<file path="src/rtl/rtc_edit_pkg.sv">
// Shared definitions for the RTC field editor: FSM encoding, field codes,
// bus address table and per-field BCD ranges.
package rtc_edit_pkg;

  localparam int FIELD_COUNT = 9;

  typedef enum logic [2:0] {
    S_IDLE    = 3'd0,
    S_RD_REQ  = 3'd1,
    S_RD_WAIT = 3'd2,
    S_EDIT    = 3'd3,
    S_WR_REQ  = 3'd4,
    S_WR_WAIT = 3'd5
  } state_t;

  localparam logic [3:0] F_SEG      = 4'd1;
  localparam logic [3:0] F_MIN      = 4'd2;
  localparam logic [3:0] F_HORA     = 4'd3;
  localparam logic [3:0] F_DIA      = 4'd4;
  localparam logic [3:0] F_MES      = 4'd5;
  localparam logic [3:0] F_YEAR     = 4'd6;
  localparam logic [3:0] F_TMR_SEG  = 4'd7;
  localparam logic [3:0] F_TMR_MIN  = 4'd8;
  localparam logic [3:0] F_TMR_HORA = 4'd9;

  // Shadow index of the calendar fields involved in month-length handling.
  localparam logic [3:0] I_DIA  = 4'd3;
  localparam logic [3:0] I_MES  = 4'd4;
  localparam logic [3:0] I_YEAR = 4'd5;

  // Element 0 is field code 1 (seg); tables are listed highest index first.
  localparam logic [FIELD_COUNT-1:0][7:0] ADDR = {
    8'h43, 8'h42, 8'h41, 8'h26, 8'h25, 8'h24, 8'h23, 8'h22, 8'h21
  };
  localparam logic [FIELD_COUNT-1:0][7:0] FMIN = {
    8'h00, 8'h00, 8'h00, 8'h00, 8'h01, 8'h01, 8'h00, 8'h00, 8'h00
  };
  localparam logic [FIELD_COUNT-1:0][7:0] FMAX = {
    8'h23, 8'h59, 8'h59, 8'h99, 8'h12, 8'h31, 8'h23, 8'h59, 8'h59
  };

  // Days in month as BCD; unknown month codes fall back to 31.
  function automatic logic [7:0] month_days(input logic [7:0] mes, input logic [7:0] year);
    logic [6:0] yr_bin;
    yr_bin = ({3'b000, year[7:4]} * 7'd10) + {3'b000, year[3:0]};
    case (mes)
      8'h02:                      month_days = (yr_bin[1:0] == 2'b00) ? 8'h29 : 8'h28;
      8'h04, 8'h06, 8'h09, 8'h11: month_days = 8'h30;
      default:                    month_days = 8'h31;
    endcase
  endfunction

endpackage

</file>
<file path="src/rtl/bcd_wrap_step.sv">
// One BCD up/down step with wrap-around inside [min_val, max_val].
// Out-of-range or non-BCD values snap to min_val on any step.
module bcd_wrap_step (
  input  logic [7:0] value,
  input  logic [7:0] min_val,
  input  logic [7:0] max_val,
  input  logic       up,
  input  logic       dn,
  output logic [7:0] next_val
);

  logic in_range;

  always_comb begin
    in_range = (value[3:0] <= 4'd9) && (value[7:4] <= 4'd9) &&
               (value >= min_val) && (value <= max_val);
    next_val = value;
    if (up ^ dn) begin
      if (!in_range) begin
        next_val = min_val;
      end else if (up) begin
        if (value == max_val)
          next_val = min_val;
        else if (value[3:0] == 4'd9)
          next_val = {value[7:4] + 4'd1, 4'd0};
        else
          next_val = {value[7:4], value[3:0] + 4'd1};
      end else begin
        if (value == min_val)
          next_val = max_val;
        else if (value[3:0] == 4'd0)
          next_val = {value[7:4] - 4'd1, 4'd9};
        else
          next_val = {value[7:4], value[3:0] - 4'd1};
      end
    end
  end

endmodule

</file>
<file path="src/rtl/rtc_field_editor.sv">
// RTC edit-session sequencer: bulk read into shadows, button editing, bulk write-back.
// Build option RTC_EDIT_MONTH_DAYS_EN: dia wraps/clamps at the real month length.
//
// state     | meaning
// S_IDLE    | waiting for an edit_en rise
// S_RD_REQ  | read request for field idx
// S_RD_WAIT | waiting for read ack or timeout
// S_EDIT    | shadows editable by arriba/abajo
// S_WR_REQ  | write request for field idx
// S_WR_WAIT | waiting for write ack or timeout
module rtc_field_editor
  import rtc_edit_pkg::*;
#(
  parameter int ACK_TIMEOUT = 1023,
  parameter int NFIELDS     = FIELD_COUNT
) (
  input  logic       clk,
  input  logic       reset,
  input  logic       edit_en,
  input  logic [3:0] puntero,
  input  logic       arriba,
  input  logic       abajo,
  output logic       bus_req,
  output logic       bus_we,
  output logic [7:0] bus_addr,
  output logic [7:0] bus_wdata,
  input  logic [7:0] bus_rdata,
  input  logic       bus_ack,
  output logic [7:0] field_val,
  output logic       busy,
  output logic       done,
  output logic       bus_err
);

  localparam int              TW       = $clog2(ACK_TIMEOUT + 1);
  localparam logic [TW-1:0]   TMR_LOAD = TW'(ACK_TIMEOUT - 1);
  localparam logic [3:0]      LAST_IDX = 4'(NFIELDS - 1);

  state_t        state_q, state_d;
  logic [3:0]    idx_q, idx_d;
  logic [TW-1:0] tmr_q, tmr_d;
  logic          edit_en_q, edit_rise;
  logic          done_d, timeout;
  logic [7:0]    shadow_q [NFIELDS];

  logic          sel_valid, edit_act, edit_wr;
  logic [3:0]    sel;
  logic [7:0]    cur_val, min_sel, max_sel, step_val;

  assign edit_rise = edit_en & ~edit_en_q;

  always_comb begin
    state_d = state_q;
    idx_d   = idx_q;
    tmr_d   = tmr_q;
    done_d  = 1'b0;
    timeout = 1'b0;
    case (state_q)
      S_IDLE: begin
        if (edit_rise) begin
          state_d = S_RD_REQ;
          idx_d   = '0;
        end
      end
      S_RD_REQ: begin
        state_d = S_RD_WAIT;
        tmr_d   = TMR_LOAD;
      end
      S_RD_WAIT: begin
        if (bus_ack || (tmr_q == '0)) begin
          timeout = ~bus_ack;
          if (!edit_en) begin
            state_d = S_IDLE;
            idx_d   = '0;
          end else if (idx_q == LAST_IDX) begin
            state_d = S_EDIT;
            idx_d   = '0;
          end else begin
            state_d = S_RD_REQ;
            idx_d   = idx_q + 4'd1;
          end
        end else begin
          tmr_d = tmr_q - 1'b1;
        end
      end
      S_EDIT: begin
        if (!edit_en) begin
          state_d = S_WR_REQ;
          idx_d   = '0;
        end
      end
      S_WR_REQ: begin
        state_d = S_WR_WAIT;
        tmr_d   = TMR_LOAD;
      end
      S_WR_WAIT: begin
        if (bus_ack || (tmr_q == '0)) begin
          timeout = ~bus_ack;
          if (idx_q == LAST_IDX) begin
            state_d = S_IDLE;
            idx_d   = '0;
            done_d  = 1'b1;
          end else begin
            state_d = S_WR_REQ;
            idx_d   = idx_q + 4'd1;
          end
        end else begin
          tmr_d = tmr_q - 1'b1;
        end
      end
      default: state_d = S_IDLE;
    endcase
  end

  always_comb begin
    bus_req   = 1'b0;
    bus_we    = 1'b0;
    bus_addr  = 8'h00;
    bus_wdata = 8'h00;
    case (state_q)
      S_RD_REQ, S_RD_WAIT: begin
        bus_req  = 1'b1;
        bus_addr = ADDR[idx_q];
      end
      S_WR_REQ, S_WR_WAIT: begin
        bus_req   = 1'b1;
        bus_we    = 1'b1;
        bus_addr  = ADDR[idx_q];
        bus_wdata = shadow_q[idx_q];
      end
      default: ;
    endcase
  end

  assign busy = bus_req;

  // Field selection and edit step
  always_comb begin
    sel_valid = (puntero >= F_SEG) && (puntero <= F_TMR_HORA);
    sel       = sel_valid ? (puntero - 4'd1) : 4'd0;
    cur_val   = shadow_q[sel];
    min_sel   = FMIN[sel];
    max_sel   = FMAX[sel];
`ifdef RTC_EDIT_MONTH_DAYS_EN
    if (puntero == F_DIA)
      max_sel = month_days(shadow_q[I_MES], shadow_q[I_YEAR]);
`endif
    edit_act  = (state_q == S_EDIT) && sel_valid;
    edit_wr   = edit_act && (arriba ^ abajo);
    field_val = sel_valid ? cur_val : 8'h00;
  end

  bcd_wrap_step u_step (
    .value   (cur_val),
    .min_val (min_sel),
    .max_val (max_sel),
    .up      (arriba & edit_act),
    .dn      (abajo & edit_act),
    .next_val(step_val)
  );

`ifdef RTC_EDIT_MONTH_DAYS_EN
  logic [7:0] new_mes, new_year, dia_lim;
  logic       dia_clamp;

  // A month or year edit may shorten the month; pull dia down in the same cycle.
  always_comb begin
    new_mes   = (puntero == F_MES)  ? step_val : shadow_q[I_MES];
    new_year  = (puntero == F_YEAR) ? step_val : shadow_q[I_YEAR];
    dia_lim   = month_days(new_mes, new_year);
    dia_clamp = edit_wr && ((puntero == F_MES) || (puntero == F_YEAR)) &&
                (shadow_q[I_DIA] > dia_lim);
  end
`endif

  always_ff @(posedge clk) begin
    if (reset) begin
      state_q   <= S_IDLE;
      idx_q     <= '0;
      tmr_q     <= '0;
      edit_en_q <= 1'b0;
      done      <= 1'b0;
      bus_err   <= 1'b0;
      for (int i = 0; i < NFIELDS; i++) shadow_q[i] <= 8'h00;
    end else begin
      state_q   <= state_d;
      idx_q     <= idx_d;
      tmr_q     <= tmr_d;
      edit_en_q <= edit_en;
      done      <= done_d;
      if (timeout)
        bus_err <= 1'b1;
      else if (edit_rise)
        bus_err <= 1'b0;
      if ((state_q == S_RD_WAIT) && bus_ack)
        shadow_q[idx_q] <= bus_rdata;
      if (edit_wr)
        shadow_q[sel] <= step_val;
`ifdef RTC_EDIT_MONTH_DAYS_EN
      if (dia_clamp)
        shadow_q[I_DIA] <= dia_lim;
`endif
    end
  end

endmodule
</file>
<file path="config.mk">
export PLATFORM = sky130hd
export DESIGN_NAME = rtc_field_editor
export DESIGN_NICKNAME = d
export VERILOG_FILES = /design/src/rtl/rtc_edit_pkg.sv /design/src/rtl/bcd_wrap_step.sv /design/src/rtl/rtc_field_editor.sv
export SDC_FILE = /design/constraint.sdc
export NUM_CORES = 1
export LEC_CHECK = 0
export CORE_ASPECT_RATIO = 1.75
export CORE_MARGIN = 2
export CORE_UTILIZATION = 40
export CTS_CLUSTER_DIAMETER = 40
export DETAILED_ROUTE_END_ITERATION = 10
export PLACE_DENSITY_LB_ADDON = 0.08
export SKIP_CTS_REPAIR_TIMING = 1
export SYNTH_ARGS = -nofsm -noshare
export SYNTH_HDL_FRONTEND = slang
export SYNTH_HIERARCHICAL = 1
export SYNTH_SLANG_ARGS = --single-unit
</file>
<file path="constraint.sdc">
create_clock -name clk -period 12 [get_ports clk]
set_clock_uncertainty 0.1 [all_clocks]
set_input_delay 2.4 -clock clk [delete_from_list [all_inputs] [get_ports clk]]
set_output_delay 2.4 -clock clk [all_outputs]
set_load 0.01 [all_outputs]
</file>
==> flow_results.xml <==
<?xml version="1.0" encoding="UTF-8"?>
<metrics>
  <group name="sta">
    <metric name="worst_setup_slack_after_layout" unit="ns">2.191</metric>
    <metric name="fmax" unit="GHz">0.1019</metric>
    <metric name="layout_min_cycle_time" unit="ns">9.809</metric>
    <metric name="max-slew-margin-rel" unit="%">8.841</metric>
    <metric name="final.period_utilization" unit="%">81.74</metric>
    <metric name="grt_setup_unrepaired" unit="">no</metric>
    <metric name="hold_viol_final" unit="">0</metric>
    <metric name="setup-tns-final" unit="ns">0</metric>
    <metric name="transition_time_of_the_tightest_slew_check_pin" unit="ns">1.359</metric>
    <metric name="maxSlewViolCount" unit="">0</metric>
    <metric name="final-setup-viol-count" unit="">0</metric>
  </group>
  <group name="floorplanning">
    <metric name="floorplan.die_area" unit="µm²">26280</metric>
    <metric name="io-pin-count" unit="">47</metric>
    <metric name="fp.dieH" unit="µm">213.0</metric>
    <metric name="fp.coreArea" unit="µm²">24530</metric>
    <metric name="row_count" unit="">76</metric>
    <metric name="start_util" unit="%">40.68</metric>
    <metric name="fp.dieW" unit="µm">123.4</metric>
  </group>
  <group name="worst_setup_path">
    <metric name="worst_ep_arrival_time" unit="ns">7.31</metric>
    <metric name="timing.critical_path.required" unit="ns">9.50</metric>
    <metric name="rr_startpoint" unit="">shadow_q[14][5]</metric>
    <metric name="critPathMaxFanout" unit="">29</metric>
    <metric name="critPathKind" unit="">in -&gt; out</metric>
    <metric name="cell_depth_of_the_worst_flop_to_flop_path" unit="">15</metric>
    <metric name="worst_setup_path_startpoint" unit="">puntero[0]</metric>
    <metric name="endpoint_kind" unit="">primary output</metric>
    <metric name="worst_setup_path_start_kind" unit="">input port</metric>
  </group>
  <group name="power_and_ir_drop">
    <metric name="max-vdd-ir-drop" unit="mV">0.1079</metric>
    <metric name="internal_power" unit="µW">1100</metric>
    <metric name="pwr_density_cell" unit="nW/µm²">141.7</metric>
    <metric name="clock_power_share" unit="%">34.1</metric>
    <metric name="power.static_leakage" unit="µW">0.004124</metric>
    <metric name="totalPowerFinal" unit="µW">1622</metric>
    <metric name="power_frac_seq" unit="%">40.0</metric>
    <metric name="comb_power_share" unit="%">26.0</metric>
    <metric name="power.net_switching" unit="µW">522.8</metric>
    <metric name="switching_share" unit="%">32.22</metric>
  </group>
  <group name="drt">
    <metric name="postRouteWirelength" unit="µm">35210</metric>
    <metric name="avgRoutedWirePerCell" unit="µm">26.76</metric>
    <metric name="drt_iter0_markers" unit="">635</metric>
    <metric name="route.detailed.drc" unit="">0</metric>
    <metric name="dr_total_vias" unit="">8148</metric>
    <metric name="drt-pass1-iter-count" unit="">5</metric>
    <metric name="vias_per_cell" unit="">6.191</metric>
    <metric name="route.antenna.remaining_nets" unit="">0</metric>
  </group>
  <group name="layout">
    <metric name="num-nets-final" unit="">1035</metric>
    <metric name="drive_above_1_share" unit="%">14.24</metric>
    <metric name="area.growth.synth_to_final" unit="%">14.69</metric>
    <metric name="instances_no_fill" unit="">1316</metric>
    <metric name="antenna_cells" unit="">0</metric>
  </group>
  <group name="synth">
    <metric name="synth-async-reset-ratio" unit="%">0</metric>
    <metric name="synth_xor_xnor_area_share" unit="%">1.580</metric>
    <metric name="postSynthAreaPerCell" unit="µm²">10.49</metric>
    <metric name="post_synth_inst_count" unit="">951</metric>
    <metric name="synth_mux_area_share" unit="%">12.74</metric>
    <metric name="synth-edff-count" unit="">128</metric>
    <metric name="syn_area" unit="µm²">9980</metric>
    <metric name="synth.distinct_cells" unit="">83</metric>
    <metric name="synth_top_family_by_area" unit="">compound AO/OA/AOI/OAI gates</metric>
    <metric name="complex_gate_fraction_of_the_synthesized_area" unit="%">16.96</metric>
    <metric name="proportion_of_synthesized_chip_area_in_sequential_cells" unit="%">44.33</metric>
    <metric name="synth-simple-area-share" unit="%">16.44</metric>
    <metric name="yosys_warnings" unit="">6</metric>
    <metric name="synth_adder_area_share" unit="%">3.260</metric>
    <metric name="synth-main-ff-cell" unit="">sky130_fd_sc_hd__edfxtp_1</metric>
    <metric name="synth-seq-cells" unit="">157</metric>
  </group>
  <group name="clock_network">
    <metric name="clk_root_buffer_cell" unit="">sky130_fd_sc_hd__clkbuf_16</metric>
    <metric name="clk_pin_slew" unit="ns">0.06</metric>
    <metric name="cts_tree" unit="">built</metric>
    <metric name="max-clock-path-buffers" unit="">2</metric>
    <metric name="cts_htree_levels" unit="">4</metric>
    <metric name="cts_buffers" unit="">17</metric>
    <metric name="cts.sinks" unit="">157</metric>
    <metric name="clk_latency" unit="ns">0.44</metric>
  </group>
  <group name="min_path">
    <metric name="worst_hold_path_type" unit="">reg -&gt; reg</metric>
    <metric name="holdPathStages" unit="">2</metric>
    <metric name="hold_start" unit="">tmr_q[1]</metric>
  </group>
  <group name="placement">
    <metric name="pre_cts_slack" unit="ns">1.996</metric>
    <metric name="dpl.cell_count" unit="">1284</metric>
    <metric name="gp_congestion" unit="">0.9384</metric>
    <metric name="buffer_ports.inserted" unit="">43</metric>
    <metric name="estimated_wirelength_of_the_detail_placed_design" unit="µm">25980</metric>
  </group>
  <group name="grt">
    <metric name="grt_pass1_vias" unit="">8047</metric>
    <metric name="gr-usage-met3" unit="%">4.087</metric>
    <metric name="grt_first_pass_wirelength" unit="µm">51380</metric>
    <metric name="overflow" unit="">0</metric>
    <metric name="grt_max_degree" unit="">48</metric>
    <metric name="grt_util_all_layers" unit="%">27.63</metric>
    <metric name="top_usage_layer" unit="">met2</metric>
    <metric name="globalRouteMet1Util" unit="%">29.36</metric>
    <metric name="number_of_antenna_violations_at_the_first_check_in_global_routing" unit="">0</metric>
    <metric name="met2_usage" unit="%">48.03</metric>
  </group>
  <group name="outcome">
    <metric name="status" unit="">finished clean</metric>
  </group>
  <group name="run">
    <metric name="drv.max_cap_violation_count" unit="">0</metric>
  </group>
</metrics>
[synth_stat cells, types with 7 or more instances]
cell type	n	area share, %
sky130_fd_sc_hd__and2_1	32	2.0
sky130_fd_sc_hd__clkbuf_1	43	1.6
sky130_fd_sc_hd__xnor2_1	9	0.79
sky130_fd_sc_hd__a2bb2oi_1	12	1.1
sky130_fd_sc_hd__a21oi_1	73	3.7
sky130_fd_sc_hd__xor2_1	9	0.79
sky130_fd_sc_hd__a2111oi_0	15	1.3
sky130_fd_sc_hd__nor2b_1	18	1.1
sky130_fd_sc_hd__mux2i_1	32	3.2
sky130_fd_sc_hd__ha_1	26	3.3
sky130_fd_sc_hd__nand2_1	46	1.7
sky130_fd_sc_hd__dfxtp_1	29	5.8
sky130_fd_sc_hd__nand4_1	12	0.75
sky130_fd_sc_hd__a221o_1	7	0.70
sky130_fd_sc_hd__o31ai_1	13	0.98
sky130_fd_sc_hd__nor2_1	128	4.8
sky130_fd_sc_hd__nand3_1	12	0.60
sky130_fd_sc_hd__mux4_2	40	9.0
sky130_fd_sc_hd__o21ai_0	48	2.4
sky130_fd_sc_hd__buf_2	8	0.40
sky130_fd_sc_hd__a22oi_1	8	0.60
sky130_fd_sc_hd__edfxtp_1	128	39
sky130_fd_sc_hd__o221ai_1	11	0.97
sky130_fd_sc_hd__nor3_1	22	1.1
sky130_fd_sc_hd__a221oi_1	7	0.61
sky130_fd_sc_hd__nand4_2	9	1.1
sky130_fd_sc_hd__inv_1	44	1.7
[per-stage QoR]
| step | util (%) | hold WS (ns) | cell area (µm²) |
|---|---|---|---|
| floorplan | - | 0.3888 | 10050 |
| global placement | 44.22 | 0.4006 | 10850 |
| detailed placement | 44.22 | 0.4041 | 10850 |
| CTS | 46.65 | 0.4233 | 11450 |
| global route | 46.65 | 0.4597 | 11450 |
| finish | 46.65 | 0.4251 | 11450 |
[area by class of cell]
| type | instances | area [µm²] |
|---|---|---|
| clock inverters | 13 | 153.9 |
| well taps | 312 | 390.4 |
| fillers | 2339 | 13090 |
| clock buffers | 19 | 442.9 |
| repair buffers | 66 | 598.1 |
| inverters | 45 | 168.9 |
| flip-flops and latches | 157 | 4425 |
| multi-input cells | 704 | 5266 |
[state kept, by name, summed over array words and instances (netlist names), named ones only]
signal and flops:
bus_err 1, done 1, edit_en_q 1, idx_q 4, shadow_q 128, state_q 3, tmr_q 10
[layout by cell type, fill, tap and decap left out, types with 5 or more instances in the layout]
cell,count
sky130_fd_sc_hd__ha_1,26
sky130_fd_sc_hd__dfxtp_1,28
sky130_fd_sc_hd__conb_1,21
sky130_fd_sc_hd__nor3_1,16
sky130_fd_sc_hd__mux2i_1,30
sky130_fd_sc_hd__clkdlybuf4s50_1,42
sky130_fd_sc_hd__and2_1,32
sky130_fd_sc_hd__nor2_1,128
sky130_fd_sc_hd__nand2_1,46
sky130_fd_sc_hd__o31ai_1,13
sky130_fd_sc_hd__o211ai_1,6
sky130_fd_sc_hd__a21oi_1,73
sky130_fd_sc_hd__a2bb2oi_1,12
sky130_fd_sc_hd__nand4_1,12
sky130_fd_sc_hd__edfxtp_1,128
sky130_fd_sc_hd__inv_1,44
sky130_fd_sc_hd__nor2b_1,18
sky130_fd_sc_hd__o21ai_0,48
sky130_fd_sc_hd__xnor2_1,9
sky130_fd_sc_hd__mux4_2,40
sky130_fd_sc_hd__a2111oi_0,14
sky130_fd_sc_hd__clkbuf_16,17
sky130_fd_sc_hd__a221o_1,7
sky130_fd_sc_hd__xor2_1,9
sky130_fd_sc_hd__a221oi_1,7
sky130_fd_sc_hd__o221ai_1,11
sky130_fd_sc_hd__buf_4,23
sky130_fd_sc_hd__a22oi_1,8
sky130_fd_sc_hd__nand2b_1,6
sky130_fd_sc_hd__nand4_2,9
sky130_fd_sc_hd__nand3_1,12
sky130_fd_sc_hd__nor3_2,6
sky130_fd_sc_hd__inv_6,5
[power by group through the flow]
stage,clock [µW],sequential (µW),combinational [µW]
2_1_floorplan,0,645,292
6_report,552,648,421
4_1_cts,559,648,419
3_3_place_gp,0,660,416
5_1_grt,578,652,460
3_5_place_dp,0,660,416
[per-layer routing]
layer	vias to the layer above	part of all wire, %
met4	0	8.5
met3	95	5.1
li1	3690	-
met5	-	0
met2	361	51
met1	4002	35
[worst max-delay path, stage by stage]
cell and delay, ns:
sky130_fd_sc_hd__buf_2 0.11, sky130_fd_sc_hd__inv_1 0.62, sky130_fd_sc_hd__ha_1 0.98, sky130_fd_sc_hd__nand2b_1 0.24, sky130_fd_sc_hd__a211oi_1 1.10, sky130_fd_sc_hd__a221o_1 0.30, sky130_fd_sc_hd__a221oi_1 0.10, sky130_fd_sc_hd__o32ai_2 0.67
sky130_fd_sc_hd__and2_1 0.24, sky130_fd_sc_hd__clkdlybuf4s50_1 0.53
[cell families after synthesis]
kind of cell,Yosys count
fa+ha+maj,26
compound gates,247
flops,157
other cells,1
xor+xnor,18
mux,76
simple gates,316
buf+inv,110
[final timing paths]
| check | slack, ns | to |
|---|---|---|
| setup / recovery | 2.19 | field_val[2] |
| hold / removal | 0.43 | tmr_q[1] |
| setup reg to reg | 6.29 | shadow_q[10][0] |
| hold reg to reg | 0.43 | tmr_q[1] |
No activity file was read; power rests on OpenSTA's default activity.
